--- config.mk ---
export PLATFORM = sky130hd
export DESIGN_NAME = memory_subcycle_sequencer
export DESIGN_NICKNAME = d
export VERILOG_FILES = /design/src/rtl/memory_subcycle_sequencer_pkg.sv /design/src/rtl/lane_priority_encoder.sv /design/src/rtl/memory_subcycle_sequencer.sv
export SDC_FILE = /design/constraint.sdc
export NUM_CORES = 2
export LEC_CHECK = 0
export ABC_AREA = 1
export CORE_MARGIN = 2
export CORE_UTILIZATION = 43
export CTS_BUF_LIST = sky130_fd_sc_hd__clkbuf_8
export DETAILED_ROUTE_END_ITERATION = 8
export PLACE_DENSITY = 0.66
export SLEW_MARGIN = 20
export SYNTH_ARGS = -nofsm -noshare
export SYNTH_HDL_FRONTEND = slang
export SYNTH_HIERARCHICAL = 1
export SYNTH_SLANG_ARGS = --single-unit
--- constraint.sdc ---
create_clock -name clk -period 16.9 [get_ports clk]
set_input_delay 2.535 -clock clk [delete_from_list [all_inputs] [get_ports clk]]
set_output_delay 2.535 -clock clk [all_outputs]
set_load 0.02 [all_outputs]
--- src/rtl/memory_subcycle_sequencer_pkg.sv ---
// Shared defines for the vector memory path: lane/thread/address types and access kinds.
// Latency: n/a (types, constants and pure helper functions only).
// Backpressure: n/a.
package memory_subcycle_sequencer_pkg;

   localparam int VECTOR_LANES = 16;
   localparam int THREAD_IDX_W = 2;

   typedef logic [THREAD_IDX_W-1:0]          thread_idx_t;
   typedef logic [31:0]                      scalar_t;
   typedef scalar_t [VECTOR_LANES-1:0]       vector_t;
   typedef logic [$clog2(VECTOR_LANES)-1:0]  subcycle_t;

   typedef enum logic [1:0] {
      PIPE_MEM,
      PIPE_INT,
      PIPE_FP,
      PIPE_SFU
   } pipeline_sel_t;

   typedef enum logic [3:0] {
      MEM_B,
      MEM_BX,
      MEM_S,
      MEM_SX,
      MEM_L,
      MEM_SYNC,
      MEM_FLUSH,
      MEM_STRIDED,
      MEM_STRIDED_M,
      MEM_SCGATH,
      MEM_SCGATH_M
   } memory_access_type;

   typedef enum logic {
      ST_IDLE,
      ST_SEQ
   } seq_state_t;

   function automatic logic is_scgath(input memory_access_type t);
      return (t == MEM_SCGATH) || (t == MEM_SCGATH_M);
   endfunction

   function automatic logic is_strided(input memory_access_type t);
      return (t == MEM_STRIDED) || (t == MEM_STRIDED_M);
   endfunction

   // Strided and scatter/gather walk the lane mask; everything else is one beat.
   function automatic logic is_multi_beat(input memory_access_type t);
      return is_scgath(t) || is_strided(t);
   endfunction

endpackage

--- src/rtl/lane_priority_encoder.sv ---
// Picks the lowest set lane of a mask and flags an empty mask.
// Latency: purely combinational.
// Backpressure: none (no state, no handshake).
// Ports: mask_i  - lanes still to visit
//        idx_o   - index of lowest set bit (0 when mask is empty)
//        none_o  - 1 when no bit is set
module lane_priority_encoder #(
   parameter int NUM_LANES = 16
) (
   input  logic [NUM_LANES-1:0]         mask_i,
   output logic [$clog2(NUM_LANES)-1:0] idx_o,
   output logic                         none_o
);

   always_comb begin
      idx_o  = '0;
      none_o = 1'b1;
      // Scan high to low so the last hit written is the lowest set lane.
      for (int i = NUM_LANES - 1; i >= 0; i--) begin
         if (mask_i[i]) begin
            idx_o  = ($clog2(NUM_LANES))'(i);
            none_o = 1'b0;
         end
      end
   end

endmodule

--- src/rtl/memory_subcycle_sequencer.sv ---
// Splits a vector memory request into per-lane beats for the dcache tag stage.
// Latency: first beat registered one cycle after acceptance; next request chains on the last-beat handshake.
// Backpressure: beats hold while seq_ready is low; req_ready only in IDLE or on the last-beat handshake.
// Ports: clk/reset (async active-low); req_* issue-side request (valid/ready);
//        seq_* per-lane beat to dcache (valid/ready); wb_rollback_* squash from writeback.
module memory_subcycle_sequencer
   import memory_subcycle_sequencer_pkg::*;
#(
   parameter int NUM_LANES = VECTOR_LANES
) (
   input  logic                  clk,
   input  logic                  reset,
   input  logic                  req_valid,
   output logic                  req_ready,
   input  thread_idx_t           req_thread_idx,
   input  memory_access_type     req_access_type,
   input  logic [NUM_LANES-1:0]  req_mask,
   input  scalar_t               req_base_addr,
   input  scalar_t               req_stride,
   input  vector_t               req_lane_addr,
   output logic                  seq_valid,
   input  logic                  seq_ready,
   output thread_idx_t           seq_thread_idx,
   output subcycle_t             seq_subcycle,
   output scalar_t               seq_addr,
   output logic                  seq_lane_en,
   output logic                  seq_last,
   input  logic                  wb_rollback_en,
   input  thread_idx_t           wb_rollback_thread_idx,
   input  pipeline_sel_t         wb_rollback_pipeline
);

   localparam int LIDX_W = $clog2(NUM_LANES);

   seq_state_t           state_q, state_d;
   logic                 seq_valid_q, seq_valid_d;
   logic                 seq_last_q, seq_last_d;
   logic                 seq_lane_en_q, seq_lane_en_d;
   subcycle_t            seq_subcycle_q, seq_subcycle_d;
   scalar_t              seq_addr_q, seq_addr_d;
   thread_idx_t          seq_thread_idx_q, seq_thread_idx_d;
   memory_access_type    type_q, type_d;
   scalar_t              base_q, base_d;
   scalar_t              stride_q, stride_d;
   vector_t              lane_addr_q, lane_addr_d;
   // Lanes still to emit after the beat currently presented.
   logic [NUM_LANES-1:0] mask_rem_q, mask_rem_d;

   logic advance, accept, req_kill, load, seq_kill;

   assign advance   = seq_valid_q && seq_ready;
   assign req_ready = (state_q == ST_IDLE) || (advance && seq_last_q);
   assign accept    = req_valid && req_ready;
   assign req_kill  = wb_rollback_en && (wb_rollback_pipeline == PIPE_MEM) &&
                      (wb_rollback_thread_idx == req_thread_idx);
   assign load      = accept && !req_kill;
   assign seq_kill  = (state_q == ST_SEQ) && wb_rollback_en &&
                      (wb_rollback_pipeline == PIPE_MEM) &&
                      (wb_rollback_thread_idx == seq_thread_idx_q);

   // On acceptance the first beat is built straight from the request so it can
   // be registered without a bubble; otherwise from the latched copy.
   memory_access_type    src_type;
   logic [NUM_LANES-1:0] src_mask;
   scalar_t              src_base, src_stride;
   vector_t              src_lane_addr;

   assign src_type      = load ? req_access_type : type_q;
   assign src_mask      = load ? req_mask        : mask_rem_q;
   assign src_base      = load ? req_base_addr   : base_q;
   assign src_stride    = load ? req_stride      : stride_q;
   assign src_lane_addr = load ? req_lane_addr   : lane_addr_q;

   logic [LIDX_W-1:0] lane_idx;
   logic              lane_none;

   lane_priority_encoder #(.NUM_LANES(NUM_LANES)) u_lane_pe (
      .mask_i (src_mask),
      .idx_o  (lane_idx),
      .none_o (lane_none)
   );

   subcycle_t            beat_subcycle;
   scalar_t              beat_addr;
   logic                 beat_lane_en, beat_last;
   logic [NUM_LANES-1:0] beat_mask_after;

   always_comb begin
      beat_subcycle   = '0;
      beat_addr       = src_base;
      beat_lane_en    = 1'b1;
      beat_last       = 1'b1;
      beat_mask_after = '0;
      if (is_multi_beat(src_type)) begin
         // An empty mask still yields one disabled beat so the request retires.
         beat_mask_after = src_mask & ~(NUM_LANES'(1) << lane_idx);
         beat_subcycle   = subcycle_t'(lane_idx);
         beat_lane_en    = !lane_none;
         beat_last       = ~|beat_mask_after;
         if (is_scgath(src_type)) begin
            beat_addr = src_lane_addr[lane_idx];
         end else begin
            beat_addr = src_base + src_stride * scalar_t'(lane_idx);
         end
      end
   end

   always_comb begin
      state_d          = state_q;
      seq_valid_d      = seq_valid_q;
      seq_last_d       = seq_last_q;
      seq_lane_en_d    = seq_lane_en_q;
      seq_subcycle_d   = seq_subcycle_q;
      seq_addr_d       = seq_addr_q;
      seq_thread_idx_d = seq_thread_idx_q;
      type_d           = type_q;
      base_d           = base_q;
      stride_d         = stride_q;
      lane_addr_d      = lane_addr_q;
      mask_rem_d       = mask_rem_q;

      if (load) begin
         state_d          = ST_SEQ;
         seq_valid_d      = 1'b1;
         seq_thread_idx_d = req_thread_idx;
         type_d           = req_access_type;
         base_d           = req_base_addr;
         stride_d         = req_stride;
         lane_addr_d      = req_lane_addr;
         seq_subcycle_d   = beat_subcycle;
         seq_addr_d       = beat_addr;
         seq_lane_en_d    = beat_lane_en;
         seq_last_d       = beat_last;
         mask_rem_d       = beat_mask_after;
      end else if (seq_kill || (advance && seq_last_q)) begin
         // Rollback squashes the in-flight request even if the beat is being taken.
         state_d     = ST_IDLE;
         seq_valid_d = 1'b0;
      end else if (advance) begin
         seq_subcycle_d = beat_subcycle;
         seq_addr_d     = beat_addr;
         seq_lane_en_d  = beat_lane_en;
         seq_last_d     = beat_last;
         mask_rem_d     = beat_mask_after;
      end
   end

   always_ff @(posedge clk or negedge reset) begin
      if (!reset) begin
         state_q          <= ST_IDLE;
         seq_valid_q      <= 1'b0;
         seq_last_q       <= 1'b0;
         seq_lane_en_q    <= 1'b0;
         seq_subcycle_q   <= '0;
         seq_addr_q       <= '0;
         seq_thread_idx_q <= '0;
         type_q           <= MEM_B;
         base_q           <= '0;
         stride_q         <= '0;
         lane_addr_q      <= '0;
         mask_rem_q       <= '0;
      end else begin
         state_q          <= state_d;
         seq_valid_q      <= seq_valid_d;
         seq_last_q       <= seq_last_d;
         seq_lane_en_q    <= seq_lane_en_d;
         seq_subcycle_q   <= seq_subcycle_d;
         seq_addr_q       <= seq_addr_d;
         seq_thread_idx_q <= seq_thread_idx_d;
         type_q           <= type_d;
         base_q           <= base_d;
         stride_q         <= stride_d;
         lane_addr_q      <= lane_addr_d;
         mask_rem_q       <= mask_rem_d;
      end
   end

   assign seq_valid      = seq_valid_q;
   assign seq_last       = seq_last_q;
   assign seq_lane_en    = seq_lane_en_q;
   assign seq_subcycle   = seq_subcycle_q;
   assign seq_addr       = seq_addr_q;
   assign seq_thread_idx = seq_thread_idx_q;

endmodule

==> metrics.yaml <==
timing:
  maxSlewViolCount: 0
  fin_setup_tns_ps: 0
  hold_viol: 0
  finalSetupViolCount: 0
  period_share_pct: 66.32
  clock_skew_ps: 55.89
  rsz0062_at_grt: "false"
  worst_pin_slew_ps: 1089
  max_freq_ghz: 0.08922
  max_slew_margin_pct: 27.42
  fin_crit_ps: 11210
run_status:
  outcome: "finished clean"
clocking:
  cts_made_buffers: 110
  max-clock-path-buffers: 3
  cts-resized-gates: 0
  worstSkewPairLatency_ps: 760
  clk_pin_slew_ps: 60
  cts_tree: "yes"
  clockRootBuffer: "clkbuf_8"
  cts_num_sinks: 637
  hold_buffers: 0
  cts_setup_buffers: 0
  h-tree-depth: 3
detailed_routing:
  post_drt_via_cell_ratio: 5.270
  wire_per_inst_um: 21.98
  drt_iter0_markers: 3070
  routed_wl_um: 142900
  drc_errors: 0
  num_vias: 34270
  drt-pass1-iter-count: 7
  ant_nets: 0
placed_design:
  place_area_um2: 42510
  gp_congestion: 0.9220
  dp_hpwl_um: 102900
  dp_cells: 6291
  port_buffers: 648
worst_setup_path:
  worst_setup_path_start_kind: "primary input"
  crit_type: "in2reg"
  slowest_stage: "nand2_8"
  r2r_start: "seq_last"
  reg2reg_to: "seq_addr[18]"
  crit_arrival_ps: 11830
  cp-startpoint: "wb_rollback_en"
  cp-endpoint: "seq_addr[18]"
  cp_data_required_time_ps: 17530
  crit_fanout: 108
  r2r_slack_ps: 8370
  slowest_delay_ps: 880
  reg2regPathDepth: 28
  endpoint_kind: "register"
logic_synthesis:
  synth_common_cells: "1806 x nand2_1, 637 x dfrtp_1, 623 x nand3_1"
  syn_area_per_cell_um2: 7.419
  synthTopCellsByArea: "dfrtp_1 45%, nand2_1 19%, nand3_1 8.7%"
  netlist_instances: 4815
  yosysTopAreaCell: "dfrtp_1"
  syn-cell-area_um2: 35720
  yosysSeqAreaShare_pct: 44.62
  syn_nets: 5543
  synth_edf_count: 0
  synth_most_common_cell: "nand2_1"
  yosys.cell_types.count: 46
  synth_top_cell_area_share_pct: 44.62
  synth_top_flop_cell: "dfrtp_1"
  synth_async_sr_flop_share_pct: 100.0
  ys_seq_elements: 637
  ys.warnings.count: 6
worst_hold_path:
  hold_depth: 2
  hp-class: "reg2reg"
global_routing:
  grt_overflow: 0
  grt_pass1_wl_um: 212100
  grt_max_degree: 187
  grt_usage_pct: 33.08
  grt_pass1_vias: 33600
  antenna_found_initial: 36
flow_run:
  cap_violations: 0
layout:
  syn2layout_area_growth_pct: 25.31
  fillers: 7983
  stdcell_count: 6504
  final_nets: 6061
  drive_gt1_share_pct: 4.808
  finalInstanceArea_um2: 44770
power_and_ir_drop:
  power_leakage_nw: 22.84
  powerDensity_nw_per_um2: 234.6
  ir_drop_uv: 202.0
  fin_total_pwr_mw: 10.50
floorplan:
  core_um2: 82110
  placementRows: 105
  die-area_um2: 85400
  initial_core_util_pct: 43.51
  boundaryPins: 649
  die_width_um: 292.2
  die_h_um: 292.2
-- per-stage QoR --
| stage | util (%) | setup slack [ps] | hold WS (ps) |
|---|---|---|---|
| 6_report | 54.52 | 5692 | 465.2 |
| 5_1_grt | 54.51 | 4977 | 479.9 |
| 4_1_cts | 54.44 | 5841 | 468.5 |
| 3_5_place_dp | 51.77 | 5053 | 454.7 |
| 3_3_place_gp | 51.77 | 5165 | 450.0 |
| 2_1_floorplan | - | 7957 | 436.9 |
-- where the power goes --
group | internal (mW) | total, mW | switching [mW]
sequential | 2.19 | 2.39 | 0.209
clock | 0.750 | 1.42 | 0.674
combinational | 2.12 | 6.68 | 4.57
-- layout make-up --
cell class / instances / area, um^2 / area share, %
Clock inverter: 45 / 235.2 / 0.5254
Tap cell: 1070 / 1339 / 2.991
Antenna cell: 26 / 65.06 / 0.1453
Multi-Input combinational cell: 3315 / 16180 / 36.14
Sequential cell: 637 / 15940 / 35.61
Clock buffer: 142 / 1954 / 4.366
Inverter: 573 / 2163 / 4.832
Timing Repair Buffer: 696 / 6893 / 15.40
-- per-layer routing --
layer	part of all wire [%]	track usage (%)	up-vias
met1	41	43.92	16540
li1	-	-	16170
met2	47	53.83	1328
met5	0.032	0	-
met3	7.6	5.827	228
met4	3.6	13.19	8
-- worst max-delay path: cells and delay by family --
kind,cells,cell delay (ps)
and+or+nand+nor,12,3480
adders and majority gates,4,1760
AOI/OAI and AO/OA,7,1730
buffers and inverters,7,2120
-- layout by cell type, fill, tap and decap left out, types with 5 or more instances in the layout --
| cell type | instances |
|---|---|
| nand3_1 | 623 |
| inv_2 | 17 |
| nand4_1 | 66 |
| clkdlybuf4s50_1 | 647 |
| clkbuf_8 | 142 |
| o21ai_1 | 76 |
| o211ai_1 | 10 |
| fa_1 | 86 |
| o22ai_1 | 25 |
| diode_2 | 26 |
| buf_4 | 44 |
| xnor2_1 | 9 |
| o21ai_0 | 183 |
| dfrtp_1 | 637 |
| mux2_2 | 8 |
| nand2_1 | 1803 |
| o2111ai_1 | 8 |
| inv_1 | 581 |
| a21oi_1 | 76 |
| ha_1 | 35 |
| nand3b_1 | 35 |
| clkinv_2 | 9 |
| or2_2 | 5 |
| nor2_1 | 205 |
| xor2_1 | 6 |
| nor3_1 | 10 |
-- worst min-delay path by stage --
stage                       end  slack, ps             start
2_1_floorplan  lane_addr_q[461]        440  lane_addr_q[461]
3_3_place_gp   lane_addr_q[353]        450  lane_addr_q[353]
3_5_place_dp   lane_addr_q[201]        450  lane_addr_q[201]
4_1_cts        lane_addr_q[348]        470  lane_addr_q[348]
5_1_grt        lane_addr_q[369]        480  lane_addr_q[369]
6_report       lane_addr_q[365]        470  lane_addr_q[365]
-- flip-flops by register name, summed over array words and instances, names as in the netlist --
name	count
seq_thread_idx	2
seq_lane_en	1
stride_q	32
seq_subcycle	4
seq_valid	1
type_q	4
seq_last	1
lane_addr_q	512
base_q	32
mask_rem_q	16
seq_addr	32
-- kinds of logic (layout without fill, tap and decap cells) --
logic type | Yosys count | after routing | synth area share (%)
multiplexers | 9 | 9 | 0.2802
AO/OA/AOI/OAI | 405 | 405 | 6.129
other | 0 | 26 | 0
adder cells (fa/ha/maj) | 121 | 121 | 6.045
AND/OR/NAND/NOR | 2765 | 2765 | 32.24
buffers and inverters | 863 | 1456 | 10.32
XOR/XNOR | 15 | 15 | 0.3678
flip-flops | 637 | 637 | 44.62
(Power assumes the default switching activity.)
